## src/rtl/cmd_mem_arbiter_if.sv

```systemverilog
// Signal bundle between the DDS controller (port A), the host loader (port B),
// the shared command RAM and the arbiter that sits in the middle.
interface cmd_mem_arbiter_if #(
    parameter int ADDR_W = 10
);
    // Port A: controller, reads the program FIFO and writes the result FIFO
    logic              a_rclk;
    logic              a_wclk;
    logic [7:0]        a_din;
    logic [7:0]        a_dout;
    logic              a_done;

    // Port B: host, writes the program FIFO and reads the result FIFO
    logic              b_rd;
    logic              b_wr;
    logic [7:0]        b_din;
    logic [7:0]        b_dout;
    logic              b_done;
    logic              b_flush;

    // RAM macro side
    logic [ADDR_W-1:0] ram_addr;
    logic              ram_we;
    logic [7:0]        ram_wdata;
    logic [7:0]        ram_rdata;

    // Occupancy status
    logic [ADDR_W-1:0] prog_level;
    logic [ADDR_W-1:0] res_level;

    // The arbiter's view
    modport slave (
        input  a_rclk, a_wclk, a_din,
        output a_dout, a_done,
        input  b_rd, b_wr, b_din, b_flush,
        output b_dout, b_done,
        output ram_addr, ram_we, ram_wdata,
        input  ram_rdata,
        output prog_level, res_level
    );

    // The combined view of controller, host and RAM
    modport master (
        output a_rclk, a_wclk, a_din,
        input  a_dout, a_done,
        output b_rd, b_wr, b_din, b_flush,
        input  b_dout, b_done,
        input  ram_addr, ram_we, ram_wdata,
        output ram_rdata,
        input  prog_level, res_level
    );
endinterface

```

## src/rtl/cmd_mem_arbiter.sv

```systemverilog
// Shares one single-port byte RAM between controller (A) and host (B) as two
// circular FIFOs: lower half program (B->A), upper half result (A->B).
module cmd_mem_arbiter #(
    parameter int ADDR_W = 10
) (
    input  logic             clk,
    input  logic             rst,
    cmd_mem_arbiter_if.slave bus,
    output logic [1:0]       dbg_state
);

    // Handshake: a port holds its request level high; the arbiter answers with
    // exactly one single-cycle done per request edge. A request that cannot be
    // served (empty source / full target) is simply held with no side effect.

    localparam int PW = ADDR_W - 1;
    localparam logic [ADDR_W-1:0] HALF    = {1'b1, {(ADDR_W-1){1'b0}}};
    localparam logic [ADDR_W-1:0] PTR_ONE = {{(ADDR_W-1){1'b0}}, 1'b1};

    typedef enum logic [1:0] {
        S_IDLE    = 2'd0,
        S_ACCESS  = 2'd1,
        S_CAPTURE = 2'd2
    } state_t;

    state_t state, state_next;

    logic [ADDR_W-1:0] pwp, prp, rwp, rrp;
    logic [ADDR_W-1:0] prog_cnt, res_cnt;
    logic [ADDR_W-1:0] prog_level_q, res_level_q;

    logic              armed_a, armed_b;
    logic              last_b;
    logic              cur_b, cur_rd;
    logic              flush_pend;

    logic [ADDR_W-1:0] ram_addr_q;
    logic              ram_we_q;
    logic [7:0]        ram_wdata_q;
    logic [7:0]        a_dout_q, b_dout_q;
    logic              a_done_q, b_done_q;

    logic              a_req, b_req;
    logic              a_elig, b_elig;
    logic              grant, grant_b;
    logic              do_flush, finish, capture;
    logic              sel_rd;
    logic [ADDR_W-1:0] sel_addr;
    logic [7:0]        sel_wdata;

    assign prog_cnt = pwp - prp;
    assign res_cnt  = rwp - rrp;

    // The done mask keeps a port from being re-granted in its own done cycle,
    // before the armed flag has had a chance to clear.
    always_comb begin
        a_req  = bus.a_rclk | bus.a_wclk;
        b_req  = bus.b_rd | bus.b_wr;
        a_elig = armed_a & ~a_done_q & a_req &
                 (bus.a_rclk ? (prog_cnt != '0) : (res_cnt < HALF));
        b_elig = armed_b & ~b_done_q & b_req &
                 (bus.b_rd ? (res_cnt != '0) : (prog_cnt < HALF));
    end

    always_comb begin
        state_next = state;
        grant      = 1'b0;
        grant_b    = 1'b0;
        do_flush   = 1'b0;
        finish     = 1'b0;
        capture    = 1'b0;
        case (state)
            S_IDLE: begin
                if (bus.b_flush || flush_pend) begin
                    do_flush = 1'b1;
                end else if (a_elig || b_elig) begin
                    grant      = 1'b1;
                    // last_b set means B won last time, so a tie goes to A
                    grant_b    = b_elig & (~a_elig | ~last_b);
                    state_next = S_ACCESS;
                end
            end
            S_ACCESS: begin
                if (cur_rd) begin
                    state_next = S_CAPTURE;
                end else begin
                    finish     = 1'b1;
                    state_next = S_IDLE;
                end
            end
            S_CAPTURE: begin
                capture    = 1'b1;
                finish     = 1'b1;
                state_next = S_IDLE;
            end
            default: begin
                state_next = S_IDLE;
            end
        endcase
    end

    // Address/data for whichever port wins this cycle; read has priority
    // over write within a port.
    always_comb begin
        sel_rd    = grant_b ? bus.b_rd : bus.a_rclk;
        sel_wdata = grant_b ? bus.b_din : bus.a_din;
        if (!grant_b) begin
            sel_addr = bus.a_rclk ? {1'b0, prp[PW-1:0]} : {1'b1, rwp[PW-1:0]};
        end else begin
            sel_addr = bus.b_rd   ? {1'b1, rrp[PW-1:0]} : {1'b0, pwp[PW-1:0]};
        end
    end

    always_ff @(posedge clk) begin
        if (rst) begin
            state        <= S_IDLE;
            pwp          <= '0;
            prp          <= '0;
            rwp          <= '0;
            rrp          <= '0;
            prog_level_q <= '0;
            res_level_q  <= '0;
            armed_a      <= 1'b1;
            armed_b      <= 1'b1;
            last_b       <= 1'b1;
            cur_b        <= 1'b0;
            cur_rd       <= 1'b0;
            flush_pend   <= 1'b0;
            ram_addr_q   <= '0;
            ram_we_q     <= 1'b0;
            ram_wdata_q  <= '0;
            a_dout_q     <= '0;
            b_dout_q     <= '0;
            a_done_q     <= 1'b0;
            b_done_q     <= 1'b0;
        end else begin
            state        <= state_next;
            prog_level_q <= prog_cnt;
            res_level_q  <= res_cnt;
            a_done_q     <= finish & ~cur_b;
            b_done_q     <= finish & cur_b;

            if (grant) begin
                ram_addr_q  <= sel_addr;
                ram_we_q    <= ~sel_rd;
                ram_wdata_q <= sel_wdata;
                cur_b       <= grant_b;
                cur_rd      <= sel_rd;
                last_b      <= grant_b;
            end else begin
                ram_we_q    <= 1'b0;
            end

            if (capture) begin
                if (cur_b) b_dout_q <= bus.ram_rdata;
                else       a_dout_q <= bus.ram_rdata;
            end

            if (do_flush) begin
                pwp <= '0;
                prp <= '0;
                rwp <= '0;
                rrp <= '0;
            end else if (finish) begin
                case ({cur_b, cur_rd})
                    2'b01:   prp <= prp + PTR_ONE;
                    2'b00:   rwp <= rwp + PTR_ONE;
                    2'b11:   rrp <= rrp + PTR_ONE;
                    default: pwp <= pwp + PTR_ONE;
                endcase
            end

            // A flush seen while busy waits for the first IDLE cycle
            flush_pend <= do_flush ? 1'b0 : (flush_pend | bus.b_flush);

            // Re-arm on a sampled-low request; disarm when the done goes out
            if (!a_req)        armed_a <= 1'b1;
            else if (a_done_q) armed_a <= 1'b0;
            if (!b_req)        armed_b <= 1'b1;
            else if (b_done_q) armed_b <= 1'b0;
        end
    end

    assign bus.ram_addr   = ram_addr_q;
    assign bus.ram_we     = ram_we_q;
    assign bus.ram_wdata  = ram_wdata_q;
    assign bus.a_dout     = a_dout_q;
    assign bus.a_done     = a_done_q;
    assign bus.b_dout     = b_dout_q;
    assign bus.b_done     = b_done_q;
    assign bus.prog_level = prog_level_q;
    assign bus.res_level  = res_level_q;
    assign dbg_state      = state;

endmodule

```

## src/flat_wrapper.sv

```systemverilog
// flat-port wrapper written by rule: the top's interface ports become plain ports
module cmd_mem_arbiter_flat 
#(
    parameter int ADDR_W = 10
)
  (clk, rst, dbg_state, bus_a_rclk, bus_a_wclk, bus_a_din, bus_a_dout, bus_a_done, bus_b_rd, bus_b_wr, bus_b_din, bus_b_flush, bus_b_dout, bus_b_done, bus_ram_addr, bus_ram_we, bus_ram_wdata, bus_ram_rdata, bus_prog_level, bus_res_level);
  cmd_mem_arbiter_if #(.ADDR_W(ADDR_W)) bus_i ();
  input  logic clk;
  input  logic rst;
  output logic [1:0] dbg_state;
  input wire logic [$bits(bus_i.a_rclk)-1:0] bus_a_rclk;
  input wire logic [$bits(bus_i.a_wclk)-1:0] bus_a_wclk;
  input wire logic [$bits(bus_i.a_din)-1:0] bus_a_din;
  output wire logic [$bits(bus_i.a_dout)-1:0] bus_a_dout;
  output wire logic [$bits(bus_i.a_done)-1:0] bus_a_done;
  input wire logic [$bits(bus_i.b_rd)-1:0] bus_b_rd;
  input wire logic [$bits(bus_i.b_wr)-1:0] bus_b_wr;
  input wire logic [$bits(bus_i.b_din)-1:0] bus_b_din;
  input wire logic [$bits(bus_i.b_flush)-1:0] bus_b_flush;
  output wire logic [$bits(bus_i.b_dout)-1:0] bus_b_dout;
  output wire logic [$bits(bus_i.b_done)-1:0] bus_b_done;
  output wire logic [$bits(bus_i.ram_addr)-1:0] bus_ram_addr;
  output wire logic [$bits(bus_i.ram_we)-1:0] bus_ram_we;
  output wire logic [$bits(bus_i.ram_wdata)-1:0] bus_ram_wdata;
  input wire logic [$bits(bus_i.ram_rdata)-1:0] bus_ram_rdata;
  output wire logic [$bits(bus_i.prog_level)-1:0] bus_prog_level;
  output wire logic [$bits(bus_i.res_level)-1:0] bus_res_level;
  assign bus_i.a_rclk = bus_a_rclk;
  assign bus_i.a_wclk = bus_a_wclk;
  assign bus_i.a_din = bus_a_din;
  assign bus_a_dout = bus_i.a_dout;
  assign bus_a_done = bus_i.a_done;
  assign bus_i.b_rd = bus_b_rd;
  assign bus_i.b_wr = bus_b_wr;
  assign bus_i.b_din = bus_b_din;
  assign bus_i.b_flush = bus_b_flush;
  assign bus_b_dout = bus_i.b_dout;
  assign bus_b_done = bus_i.b_done;
  assign bus_ram_addr = bus_i.ram_addr;
  assign bus_ram_we = bus_i.ram_we;
  assign bus_ram_wdata = bus_i.ram_wdata;
  assign bus_i.ram_rdata = bus_ram_rdata;
  assign bus_prog_level = bus_i.prog_level;
  assign bus_res_level = bus_i.res_level;
  cmd_mem_arbiter #(.ADDR_W(ADDR_W)) u_core (.clk(clk), .rst(rst), .bus(bus_i), .dbg_state(dbg_state));
endmodule
```

## config.mk

```make
export PLATFORM = sky130hd
export DESIGN_NAME = cmd_mem_arbiter_flat
export DESIGN_NICKNAME = d
export VERILOG_FILES = /design/src/rtl/cmd_mem_arbiter_if.sv /design/src/rtl/cmd_mem_arbiter.sv /design/src/flat_wrapper.sv
export SDC_FILE = /design/constraint.sdc
export NUM_CORES = 1
export LEC_CHECK = 0
export CORE_MARGIN = 5
export CORE_UTILIZATION = 40
export CTS_CLUSTER_DIAMETER = 150
export DETAILED_ROUTE_END_ITERATION = 10
export GPL_TIMING_DRIVEN = 0
export PLACE_DENSITY = 0.74
export SLEW_MARGIN = 10
export SYNTH_ARGS = -nofsm -noshare
export SYNTH_HDL_FRONTEND = slang
export SYNTH_SLANG_ARGS = --single-unit
```

## constraint.sdc

```tcl
create_clock -name clk -period 3.55 [get_ports clk]
set_input_delay 0.71 -clock clk [delete_from_list [all_inputs] [get_ports clk]]
set_output_delay 0.71 -clock clk [all_outputs]
set_load 0.1 [all_outputs]
```

==> results of run 1 <==
==> cell families (layout without fill, tap and decap cells) <==
group           count (synthesis)  count (layout)  share of synthesized area (%)
fa+ha+maj                      27              27                           6.76
mux                            49              49                           9.74
simple gates                  203             203                           18.3
xor+xnor                       46              46                           7.72
compound gates                102             102                           13.0
flops                         105             105                           40.3
buf+inv                        50             155                           4.20
==> cell usage after synthesis, types with 7 or more instances <==
master,number
ha_1,25
nand3_1,16
and3_1,7
clkbuf_1,13
dfxtp_1,105
a211oi_1,8
mux2i_1,38
o22ai_1,9
o21ai_0,14
a21oi_1,32
nand4_1,10
nand2_1,45
inv_1,26
xnor2_1,29
a21o_1,7
xor2_1,17
and2_1,10
mux2_2,10
nor2b_1,7
nor2_1,77
==> state kept, by name, indices dropped and copies added, names as in the netlist, 2 cells and up <==
register / count
u_core.bus.prog_level: 10
u_core.bus.ram_addr: 10
u_core.bus.res_level: 10
u_core.prp: 10
u_core.pwp: 10
u_core.rrp: 10
u_core.rwp: 10
u_core.bus.a_dout: 8
u_core.bus.b_dout: 8
u_core.bus.ram_wdata: 8
u_core.dbg_state: 2
==> worst max path at each step <==
| stage | slack, ps | from | cells past startpoint | end |
|---|---|---|---|---|
| CTS | -10 | u_core.pwp[0] | 13 | u_core.cur_rd |
| global placement | -390 | u_core.pwp[0] | 13 | u_core.cur_rd |
| global route | -3 | u_core.rrp[6] | 13 | u_core.cur_rd |
| detailed placement | -440 | u_core.pwp[0] | 13 | u_core.cur_rd |
| finish | 110 | u_core.rrp[6] | 13 | u_core.cur_rd |
| floorplan | 170 | u_core.pwp[0] | 13 | u_core.cur_rd |
==> worst reg2reg max path, cell delays in order, from the launching register on <==
cell	delay, ps
dfxtp_2	360
inv_1	80
ha_1	350
a21o_1	220
a221o_1	340
or2_2	290
o211ai_1	180
buf_4	160
a21oi_1	90
nand3b_1	250
o211a_1	290
buf_6	150
mux2_4	300
o311a_1	280
==> power by group through the flow <==
stage | Clock (mW) | Sequential, mW | Combinational, mW
floorplan | 0 | 1.33 | 0.121
global placement | 0 | 1.23 | 0.319
detailed placement | 0 | 1.24 | 0.324
CTS | 0.945 | 1.21 | 0.327
global route | 0.990 | 1.21 | 0.353
finish | 0.932 | 1.21 | 0.335
==> timing repair <==
action / in CTS / in global routing
pin swaps: 0 / 5
setup buffers: 0 / 3
setup endpoints to repair: 24 / 22
resized for setup: 5 / 24
==> per-layer routing <==
metal / share of wire (%) / track usage, %
met3: 5.7 / 3.77
met4: 1.8 / 7.29
met1: 44 / 21.9
met5: 0 / 0
met2: 48 / 29.5
==> per-stage QoR <==
step,cell area [um2],setup slack [ps]
2_1_floorplan,5220,171
3_3_place_gp,6300,-388
3_5_place_dp,6300,-442
4_1_cts,6610,-12.4
5_1_grt,6690,-3.39
6_report,6690,106
==> cell type report <==
type                    instances  area [um2]  share of cell area (%)
well taps                     172         215                    3.21
clock inverters                 4        28.8                   0.430
flip-flops and latches        105        2110                    31.6
plain buffers                  24         126                    1.89
multi-input cells             427        2980                    44.5
inverters                      26        97.6                    1.46
clock buffers                  11         243                    3.63
repair buffers                 90         893                    13.3
==> flow_summary.yaml, run 1 <==
sta:
  worstMarginPinSlew_ps: 1000
  hold_viol_final: 0
  fin_crit_sh_pct: 97.0
  fin_crit_ps: 3440
  slew-limit-headroom_pct: 32.9
  fin_skew_ps: 6.01
  fmax_ghz: 0.290
  hold_ws_ps: 455
  slew_violations: 0
  final.setup.tns_ps: 0
  finalSetupViolCount: 0
pwr:
  power_mw: 2.47
  power.leakage_nw: 2.47
  p_per_area_mw_per_mm2: 370
  clockPowerShare_pct: 37.7
  seqPwrFrac_pct: 48.8
  comb_power_share_pct: 13.5
  power.internal_mw: 1.80
  switchingPower_uw: 675
  peakVddDrop_uv: 224
  switching_share_pct: 27.3
logic_synthesis:
  yosysSeqAreaShare_pct: 40.3
  synth_edf_count: 0
  synth_fp_nets: 640
  yosys_register_bits: 105
  syn_area_per_cell_um2: 8.96
  synthTopCellsByArea: "dfxtp_1, mux2i_1, ha_1"
  syn_area_mm2: 0.00522
  synth_top_area_share_pct: 40.3
  synth_largest_area_cell: "dfxtp_1"
  yosysWarnings: 0
  synthCells: 582
  synth.distinct_cells: 57
  synthArstFlopShare_pct: 0
  yosys_most_used_dff: "dfxtp_1"
clock_network:
  root_buffer: "clkbuf_16"
  cts_hold_buf: 0
  clock-sinks: 105
  clkLatencyLatePin_ps: 350
  clk_path_buf_depth: 2
  cts_tree: "done"
  numCtsBuffers: 9
  htree_levels: 3
  clk_pin_slew_ps: 70
worst_hold_path:
  whs_path_depth: 2
  min_path_type: "flip-flop to flip-flop"
  min_from: "u_core.bus.b_dout[2]"
  min_to: "u_core.bus.b_dout[2]"
critical_path:
  r2r_cells: 13
  reg2reg_from: "u_core.rrp[6]"
  cpPeakStageDelay_ps: 360
  rrSetupSlack_ps: 110
  endpoint_kind: "flip-flop"
  timing.rr.end: "u_core.cur_rd"
  critPathMaxFanout: 8
  crit_family: "compound AO/OA/AOI/OAI gates"
  required_ps: 3790
  cp_num_buf_inv: 3
  worstSetupStartpointType: "flip-flop"
  arrival_ps: 3690
  path_cells: "inv_1, ha_1, a21o_1, a221o_1, or2_2, o211ai_1, buf_4, a21oi_1, nand3b_1, o211a_1, buf_6, mux2_4, o311a_1"
  critPathKind: "flip-flop to flip-flop"
  slowest_stage: "dfxtp_2"
die:
  row_count: 41
  die_height_um: 124
  start_util_pct: 41.0
  die_w_um: 124
  die_area_mm2: 0.0154
  ioPinCount: 90
  core_region_area_mm2: 0.0127
flow_run:
  max_cap_violations: 0
placed_design:
  detailed_place_hpwl_mm: 10.6
  dp_cells: 841
  routabilityCongestion: 0.908
  port_buffers: 87
finish:
  final_common_cell: "dfxtp_1"
  final_nets: 741
  area_delta_synth_final_pct: 28.3
  stdcell_count: 859
  final_cell_mix: "dfxtp_1, clkdlybuf4s50_1, nor2_1, nand2_1, mux2i_1"
  drive_gt1_share_pct: 9.46
  diodes: 0
  fill_cells: 1181
  final_core_util_pct: 52.6
global_route:
  grt_pass1_wl_mm: 22.6
  grt_max_degree: 17
  grt_pass1_vias: 4498
  antenna_found_initial: 0
  grt_use_total_pct: 17.6
  grt-ovfl-total: 0
detailed_routing:
  viasPerCell: 5.30
  ant_nets: 0
  drcViolationCount: 0
  wl_per_cell_um: 16.2
  vias: 4550
  first_pass_iters: 5
  wl_mm: 13.9
  drtIter0Drc: 287
run_status:
  status: "complete, no violations"
No activity file was read; power rests on OpenSTA's default activity.
==> run 2: changes to the inputs <==
--- a/config.mk
+++ b/config.mk
@@ -10,7 +10,7 @@
 export CTS_CLUSTER_DIAMETER = 150
 export DETAILED_ROUTE_END_ITERATION = 10
 export GPL_TIMING_DRIVEN = 0
-export PLACE_DENSITY = 0.74
+export PLACE_DENSITY = 0.71
 export SLEW_MARGIN = 10
 export SYNTH_ARGS = -nofsm -noshare
 export SYNTH_HDL_FRONTEND = slang
==> constraint.sdc (replaced) <==
create_clock -name clk -period 3.76 [get_ports clk]
set_input_delay 0.752 -clock clk [delete_from_list [all_inputs] [get_ports clk]]
set_output_delay 0.752 -clock clk [all_outputs]
set_load 0.1 [all_outputs]
==> run 2 against run 1 <==
Compared with the run above: final cell count up 0.12%; non-clock buffer count unchanged; critical path type unchanged; sequential cell count unchanged.
==> flow_summary.yaml, run 2 (same netlist as run 1, synthesis figures left out) <==
run_status:
  status: "complete, no violations"
sta:
  hold_viol_final: 0
  hold_ws_ps: 459
  rsz0062_at_grt: "false"
  worstMarginPinSlew_ps: 998
  fin_skew_ps: 17.1
  fin_crit_ps: 3570
  slew-limit-headroom_pct: 33.3
  fmax_ghz: 0.280
  finalSetupViolCount: 0
  fin_crit_sh_pct: 94.8
  slew_violations: 0
flow_run:
  max_cap_violations: 0
finish:
  diodes: 0
  final_core_util_pct: 52.1
  area_delta_synth_final_pct: 27.0
  final_nets: 741
  final_common_cell: "dfxtp_1"
  final_cell_mix: "dfxtp_1, clkdlybuf4s50_1, nor2_1, nand2_1, mux2i_1"
  drive_gt1_share_pct: 6.83
  final_cell_area_mm2: 0.00663
pwr:
  comb_power_share_pct: 13.4
  power.internal_mw: 1.69
  peakVddDrop_uv: 202
  power_mw: 2.33
  switching_share_pct: 27.7
  power.leakage_nw: 2.46
  seqPwrFrac_pct: 48.9
  switchingPower_uw: 646
  p_per_area_mw_per_mm2: 352
  clockPowerShare_pct: 37.7
critical_path:
  critPathMaxFanout: 8
  path_cells: "inv_1, ha_1, a21o_1, a31o_2, o21a_1, or3_1, a2111o_1, o21a_1, o211a_1, buf_6, mux2_4, o311a_1"
  critPathKind: "flip-flop to flip-flop"
  crit_top_cell: "o21a_1"
  endpoint_kind: "flip-flop"
  cpPeakStageDelay_ps: 480
  crit_family: "compound AO/OA/AOI/OAI gates"
  worstSetupStartpointType: "flip-flop"
  arrival_ps: 3800
  crit_cells: 12
  r2r_cells: 12
  cp_num_buf_inv: 2
  required_ps: 4000
  slowest_stage: "a2111o_1"
placed_design:
  placement.cell_area_mm2: 0.00630
  port_buffers: 87
  routabilityCongestion: 0.901
  detailed_place_hpwl_mm: 10.5
clock_network:
  clk_path_buf_depth: 2
  numCtsBuffers: 9
  htree_levels: 3
  clkLatencyLatePin_ps: 350
  clk_pin_slew_ps: 80
  root_buffer: "clkbuf_16"
  cts_hold_buf: 0
  clock-sinks: 105
  cts_tree: "done"
die:
  ioPinCount: 90
  die_area_mm2: 0.0154
  die_w_um: 124
  die_height_um: 124
  core_region_area_mm2: 0.0127
  row_count: 41
  start_util_pct: 41.0
global_route:
  antenna_found_initial: 0
  grt-ovfl-total: 0
  grt_max_degree: 18
  grt_pass1_wl_mm: 22.3
  grt_pass1_vias: 4513
  grt_use_total_pct: 17.2
worst_hold_path:
  whs_path_depth: 2
  min_path_type: "flip-flop to flip-flop"
detailed_routing:
  vias: 4543
  viasPerCell: 5.28
  first_pass_iters: 4
  drcViolationCount: 0
  ant_nets: 0
  drtIter0Drc: 306
  wl_mm: 13.7
  wl_per_cell_um: 15.9
[run 2: changes by cell type in the layout (fill, tap and decap cells not counted), moves of 2 or more]
cell     delta
dfxtp_1     +9
fa_2        -2
fa_1        +2
dfxtp_2     -9
[run 2: metrics by stage]
stage          setup TNS (ps)  instances  worst slack, ps
2_1_floorplan               0        582              381
3_3_place_gp            -2090        841             -246
3_5_place_dp            -4280        841             -330
4_1_cts                     0        857             19.6
5_1_grt                     0        860             26.0
6_report                    0        860              194
[run 2: tightest hold or removal path: cells and delay by family, from the launching register on]
family / cells / cell delay, ps
flip-flops: 1 / 310
AO/OA/AOI/OAI: 1 / 50
AND/OR/NAND/NOR: 1 / 50
[run 2: what timing repair did]
| item | 4_1_cts | 5_1_grt |
|---|---|---|
| pin swaps | 0 | 2 |
| buffers inserted | 0 | 3 |
| resized for setup | 1 | 6 |
| gates cloned | 0 | 0 |
| endpoints found under the setup margin | 22 | 20 |
[run 2: final timing paths]
kind / from / endpoint / slack, ps
worst max-delay path: u_core.rrp[4] / u_core.cur_rd / 190
worst min-delay path: u_core.bus.b_dout[7] / u_core.bus.b_dout[7] / 460
worst max register to register: u_core.rrp[4] / u_core.cur_rd / 190
worst min register to register: u_core.bus.b_dout[7] / u_core.bus.b_dout[7] / 460
[run 2: layer usage]
metal  track usage, %  vias to the layer above  wire [um]
met3             4.20                       22        662
met2             29.8                      139       6620
li1                 -                     2224          -
met1             21.1                     2158       6110
met5                0                        -          0
met4             5.16                        0        280
[run 2: final cells by class]
| cell class | instances | area [um2] |
|---|---|---|
| fill | 1179 | 6090 |
| multi-input combinational | 427 | 2930 |
| sequential | 105 | 2100 |
| timing repair buffer | 90 | 893 |
| clock buffer | 11 | 233 |
| tap | 172 | 215 |
| buffer | 24 | 123 |
| inverter | 26 | 97.6 |
| clock inverter | 5 | 38.8 |
[run 2: power by group through the flow]
stage               combinational (mW)  clock (mW)  sequential (mW)
floorplan                        0.114           0             1.26
global placement                 0.302           0             1.17
detailed placement               0.306           0             1.17
CTS                              0.307       0.891             1.14
global route                     0.330       0.944             1.14
finish                           0.312       0.881             1.14
==> run 3: changes to the inputs <==
--- a/config.mk
+++ b/config.mk
@@ -10,6 +10,7 @@
 export CTS_CLUSTER_DIAMETER = 150
 export DETAILED_ROUTE_END_ITERATION = 10
 export GPL_TIMING_DRIVEN = 0
+export MAX_ROUTING_LAYER = met4
 export PLACE_DENSITY = 0.71
 export SLEW_MARGIN = 10
 export SYNTH_ARGS = -nofsm -noshare
==> run 3 against run 2 <==
Compared with the run above: first-iteration DRC count shrank 6.5%; clock skew shrank 5.6 ps; sequential cell count is the same; non-clock buffer count shrank 2; critical path depth is the same; combinational power is essentially flat; largest cell class unchanged.
==> flow_summary.yaml, run 3 (same netlist as run 1, synthesis figures left out) <==
finish:
  final_core_util_pct: 52.2
  final_nets: 739
  final_cell_area_mm2: 0.00664
  drive_gt1_share_pct: 6.56
  final_cell_mix: "dfxtp_1, clkdlybuf4s50_1, nor2_1, nand2_1, mux2i_1"
  fill_cells: 1199
  diodes: 0
  final_common_cell: "dfxtp_1"
  area_delta_synth_final_pct: 27.2
die:
  start_util_pct: 41.0
  die_area_mm2: 0.0154
  core_region_area_mm2: 0.0127
  row_count: 41
  ioPinCount: 90
  die_w_um: 124
  die_height_um: 124
placed_design:
  detailed_place_hpwl_mm: 10.4
  port_buffers: 87
  routabilityCongestion: 0.929
  placement.cell_area_mm2: 0.00630
sta:
  fin_skew_ps: 11.4
  slew-limit-headroom_pct: 32.7
  rsz0062_at_grt: "false"
  finalSetupViolCount: 0
  hold_viol_final: 0
  fmax_ghz: 0.280
  worstMarginPinSlew_ps: 1010
  slew_violations: 0
  fin_crit_ps: 3570
  final.setup.tns_ps: 0
  fin_crit_sh_pct: 94.8
detailed_routing:
  drcViolationCount: 0
  viasPerCell: 5.26
  drtIter0Drc: 286
  first_pass_iters: 5
  vias: 4512
  wl_per_cell_um: 15.7
  ant_nets: 0
  wl_mm: 13.5
global_route:
  grt_use_total_pct: 17.9
  grt_pass1_wl_mm: 22.4
  grt-ovfl-total: 0
  grt_pass1_vias: 4422
  grt_max_degree: 18
  antenna_found_initial: 0
critical_path:
  timing.rr.end: "u_core.cur_rd"
  critPathMaxFanout: 8
  required_ps: 4010
  r2r_cells: 12
  rrSetupSlack_ps: 190
  reg2reg_from: "u_core.rrp[4]"
  arrival_ps: 3810
  worstSetupStartpointType: "flip-flop"
  endpoint_kind: "flip-flop"
  crit_start: "u_core.rrp[4]"
  critPathKind: "flip-flop to flip-flop"
pwr:
  p_per_area_mw_per_mm2: 361
  switching_share_pct: 26.9
  peakVddDrop_uv: 215
  clockPowerShare_pct: 39.5
  power.internal_mw: 1.75
  comb_power_share_pct: 12.9
  seqPwrFrac_pct: 47.5
  switchingPower_uw: 646
  power.leakage_nw: 2.47
worst_hold_path:
  min_to: "u_core.bus.b_dout[2]"
  min_from: "u_core.bus.b_dout[2]"
  whs_path_depth: 2
  min_path_type: "flip-flop to flip-flop"
clock_network:
  clk_path_buf_depth: 2
  clock-sinks: 105
  numCtsBuffers: 9
  clk_pin_slew_ps: 70
  root_buffer: "clkbuf_16"
  clkLatencyLatePin_ps: 360
  cts_tree: "done"
  htree_levels: 3
  cts_hold_buf: 0
run_status:
  status: "complete, no violations"
flow_run:
  max_cap_violations: 0
run 3: cell types whose count changed in the layout (fill, tap and decap cells not counted):
cell and change:
buf_4 -2, bufinv_16 +1, clkinvlp_4 -1
run 3: routing by layer:
layer	GRT usage, %	vias to the layer above	wire (um)
met5	-	-	0
met4	6.25	0	280
met3	3.17	26	672
met2	29.6	142	6370
met1	22.1	2128	6170
li1	-	2216	-
run 3: how the worst max path moves through the flow:
| stage | endpoint | slack, ps | cells after the start |
|---|---|---|---|
| 6_report | u_core.cur_rd | 190 | 12 |
| 4_1_cts | u_core.cur_rd | 70 | 13 |
| 5_1_grt | u_core.cur_rd | 1 | 13 |
| 3_3_place_gp | u_core.cur_rd | -200 | 13 |
| 2_1_floorplan | u_core.cur_rd | 380 | 13 |
| 3_5_place_dp | u_core.cur_rd | -250 | 13 |
run 3: repair_timing:
action | 4_1_cts | 5_1_grt
pin swaps | 0 | 1
endpoints found under the setup margin | 21 | 20
gates resized for setup | 2 | 5
setup buffers | 0 | 1
run 3: power groups by stage:
| stage | clock, mW | combinational, mW | sequential, mW |
|---|---|---|---|
| floorplan | 0 | 0.114 | 1.26 |
| global placement | 0 | 0.302 | 1.17 |
| detailed placement | 0 | 0.305 | 1.17 |
| CTS | 0.970 | 0.307 | 1.14 |
| global route | 1.02 | 0.328 | 1.14 |
| finish | 0.948 | 0.311 | 1.14 |
run 3: per-stage QoR:
stage,cells,hold WS (ps),setup WS (ps),total power [mW]
5_1_grt,858,481,1.09,2.49
6_report,858,462,195,2.40
2_1_floorplan,582,437,381,1.37
3_3_place_gp,841,447,-199,1.47
3_5_place_dp,841,456,-246,1.47
4_1_cts,857,466,74.5,2.42
run 3: cell type report:
class	instances	area (um2)	area share (%)
clock inverters	5	61.3	0.924
flip-flops and latches	105	2100	31.7
inverters	26	97.6	1.47
clock buffers	11	233	3.51
well taps	172	215	3.24
multi-input cells	427	2930	44.1
repair buffers	88	878	13.2
plain buffers	24	123	1.85
run 3: critical path, stage by stage, from the launching register on:
cell,delay [ps]
dfxtp_1,360
inv_1,100
ha_1,370
a21o_1,210
a31o_2,240
o21a_1,210
or3_1,370
a2111o_1,480
o21a_1,250
o211a_1,150
buf_6,140
mux2_4,310
o311a_1,280
==> patch, RTL diff (settings of run 1) <==
Register the output `dbg_state` once more, without a reset; this adds one clock of latency there. The other outputs are not delayed to match.
--- a/src/rtl/cmd_mem_arbiter.sv
+++ b/src/rtl/cmd_mem_arbiter.sv
@@ -190,7 +190,9 @@
     assign bus.b_done     = b_done_q;
     assign bus.prog_level = prog_level_q;
     assign bus.res_level  = res_level_q;
-    assign dbg_state      = state;
+    always_ff @(posedge clk) begin
+        dbg_state <= state;
+    end
 
 endmodule
 
Behaviour: not the same (a bounded check fails within 4 cycles, from zero or initial values and one cycle with rst high).
==> patch against run 1 <==
- cell area is 0.37% higher
- critical path type unchanged
- setup slack gained 0.028 ns
- non-clock buffer count rose by 2
- sequential cell count increased by 2
- highest routed layer unchanged
- synthesized area is 1.2% higher
- hold slack got worse by 0.078 ns
- maximum frequency grew 0.83%
- critical endpoint is now u_core.bus.ram_addr[7]$_SDFFE_PP0P_
- largest cell class unchanged
- power increased by 4.3%
- combinational power increased by 20%
- wire length grew 5.4%
==> patch: results (changes against run 1) <==
The pre-CTS setup slack is -0.295 ns (was -0.442 ns). The violation count after the first detailed-routing iteration was 328 (was 287); the arrival time at the worst endpoint was 3.71 ns (was 3.69 ns). The post-detailed-placement cell area was 6360 um^2 (was 6300 um^2); the fraction of power spent switching nets was 28.6% (was 27.3%). The biggest cell delay along the critical path is 0.55 ns (was 0.36 ns).

Slowest library cell on the worst path: sky130_fd_sc_hd__or4_4 (was sky130_fd_sc_hd__dfxtp_2). The run gives 51.3% (was 52.6%) as the final standard cell utilization of the core. For the number of clock-tree buffers in the layout, the log shows 13 (was 11). The post-layout net count is 766 (was 741). The area occupied by registers was 2150 um^2 (was 2110 um^2); the port buffer count was 86 (was 87). Top area cells in the synthesized netlist: sky130_fd_sc_hd__dfxtp_1 (41%), sky130_fd_sc_hd__ha_1 (5.9%), sky130_fd_sc_hd__nor2_1 (5.4%) (was sky130_fd_sc_hd__dfxtp_1 (40%), sky130_fd_sc_hd__mux2i_1 (7.3%), sky130_fd_sc_hd__ha_1 (6.0%)). Number of multi-input combinational cells in the layout: 449 (was 427).

The flow ran to the end, and the final reports show no timing, DRC or antenna violations. The via count of the routed design came out at 4800 (was 4550). The static leakage came out at 2.39 nW (was 2.47 nW).

The non-clock buffer instance count of the final layout was 116 (was 114); the routability-driven placement congestion ratio was 0.919 (was 0.908). The mean number of vias per cell is 5.40 (was 5.30). The maximum fanout count along the critical path was 10 (was 8). The post-synthesis cell type count was 52 (was 57); the global-route total usage across every layer was 18.5% (was 17.6%). Post-placement cell count: 872 (was 841). The tools report the relative slew slack as 32.7% (was 32.9%). The data-path buffer share of cell area in the final layout was 15.3% (was 15.2%). The number of fill cells in the layout is 1156 (was 1181), and the mean area per synthesized cell is 8.65 um^2 (was 8.96 um^2). For the post-synthesis net count, the log shows 668 (was 640).

The sequential share of the synthesized area was 40.6% (was 40.3%); the final setup skew was 0.00681 ns (was 0.00601 ns). The global-route wire length before repair came out at 23700 um (was 22600 um). Maximum resistive drop on vdd: 239 uV (was 224 uV). The detailed-route wire length came out at 14700 um (was 13900 um). The multi-input combinational cell area is 2950 um^2 (was 2980 um^2), and the via count of the first global-routing pass is 4665 (was 4498).
==> patch: changes by cell type after synthesis, sizes merged, moves of 7 or more <==
cell    change
o21ai      +21
nand3      +17
nor2b      +15
and2       -11
mux2       -11
mux2i      -11
a311oi     +10
a32o        +9
clkbuf      +8
o22ai       -8
a211oi      -7
==> patch: per-layer routing <==
| metal | up-vias | GRT usage, % | share of wire, % |
|---|---|---|---|
| met5 | - | 0 | 0 |
| met4 | 0 | 6.57 | 2.0 |
| met3 | 24 | 4.12 | 6.8 |
| met2 | 169 | 31.8 | 48 |
| met1 | 2260 | 22.9 | 44 |
| li1 | 2347 | - | - |
==> patch: worst reg2reg max path: stages, from the launching register on <==
cell and delay, ns:
sky130_fd_sc_hd__dfxtp_2 0.34, sky130_fd_sc_hd__inv_1 0.08, sky130_fd_sc_hd__ha_1 0.31, sky130_fd_sc_hd__buf_6 0.14
sky130_fd_sc_hd__a21o_1 0.20, sky130_fd_sc_hd__a31o_1 0.21, sky130_fd_sc_hd__o2111a_1 0.27, sky130_fd_sc_hd__a311oi_2 0.28
sky130_fd_sc_hd__o21ai_1 0.13, sky130_fd_sc_hd__or4_4 0.55, sky130_fd_sc_hd__and3_1 0.22, sky130_fd_sc_hd__buf_6 0.14
sky130_fd_sc_hd__buf_6 0.14, sky130_fd_sc_hd__o21ai_1 0.17, sky130_fd_sc_hd__a32o_1 0.19
==> patch: final timing paths <==
path | end | from | cells after the start | slack, ns
min reg2reg | u_core.dbg_state[0]$_DFF_P_ | u_core.state[0]$_SDFFE_PP0P_ | 0 | 0.38
max | u_core.bus.ram_addr[7]$_SDFFE_PP0P_ | u_core.prp[4]$_SDFFE_PP0P_ | 14 | 0.13
max reg2reg | u_core.bus.ram_addr[7]$_SDFFE_PP0P_ | u_core.prp[4]$_SDFFE_PP0P_ | 14 | 0.13
min | u_core.dbg_state[0]$_DFF_P_ | u_core.state[0]$_SDFFE_PP0P_ | 0 | 0.38
==> patch: what timing repair did <==
| item | in CTS | in global routing |
|---|---|---|
| setup buffers | 0 | 2 |
| pin swaps | 1 | 6 |
| resized for setup | 14 | 15 |
| setup endpoints to repair | 21 | 22 |
==> patch: cell families (layout without fill, tap and decap cells) <==
logic type | count (synthesis) | in the layout | synth area share [%]
and+or+nand+nor | 231 | 231 | 21.0
AOI/OAI and AO/OA | 120 | 120 | 14.9
DFF | 107 | 107 | 40.6
buffers and inverters | 54 | 157 | 4.39
xor gates and xnor gates | 44 | 44 | 7.30
adders and majority gates | 27 | 27 | 6.68
muxes | 27 | 27 | 5.12
==> patch: power groups by stage <==
stage	Sequential [mW]	Clock, mW	Combinational (mW)
floorplan	1.39	0	0.141
global placement	1.26	0	0.377
detailed placement	1.27	0	0.382
CTS	1.24	0.954	0.390
global route	1.24	1.01	0.420
finish	1.24	0.942	0.401
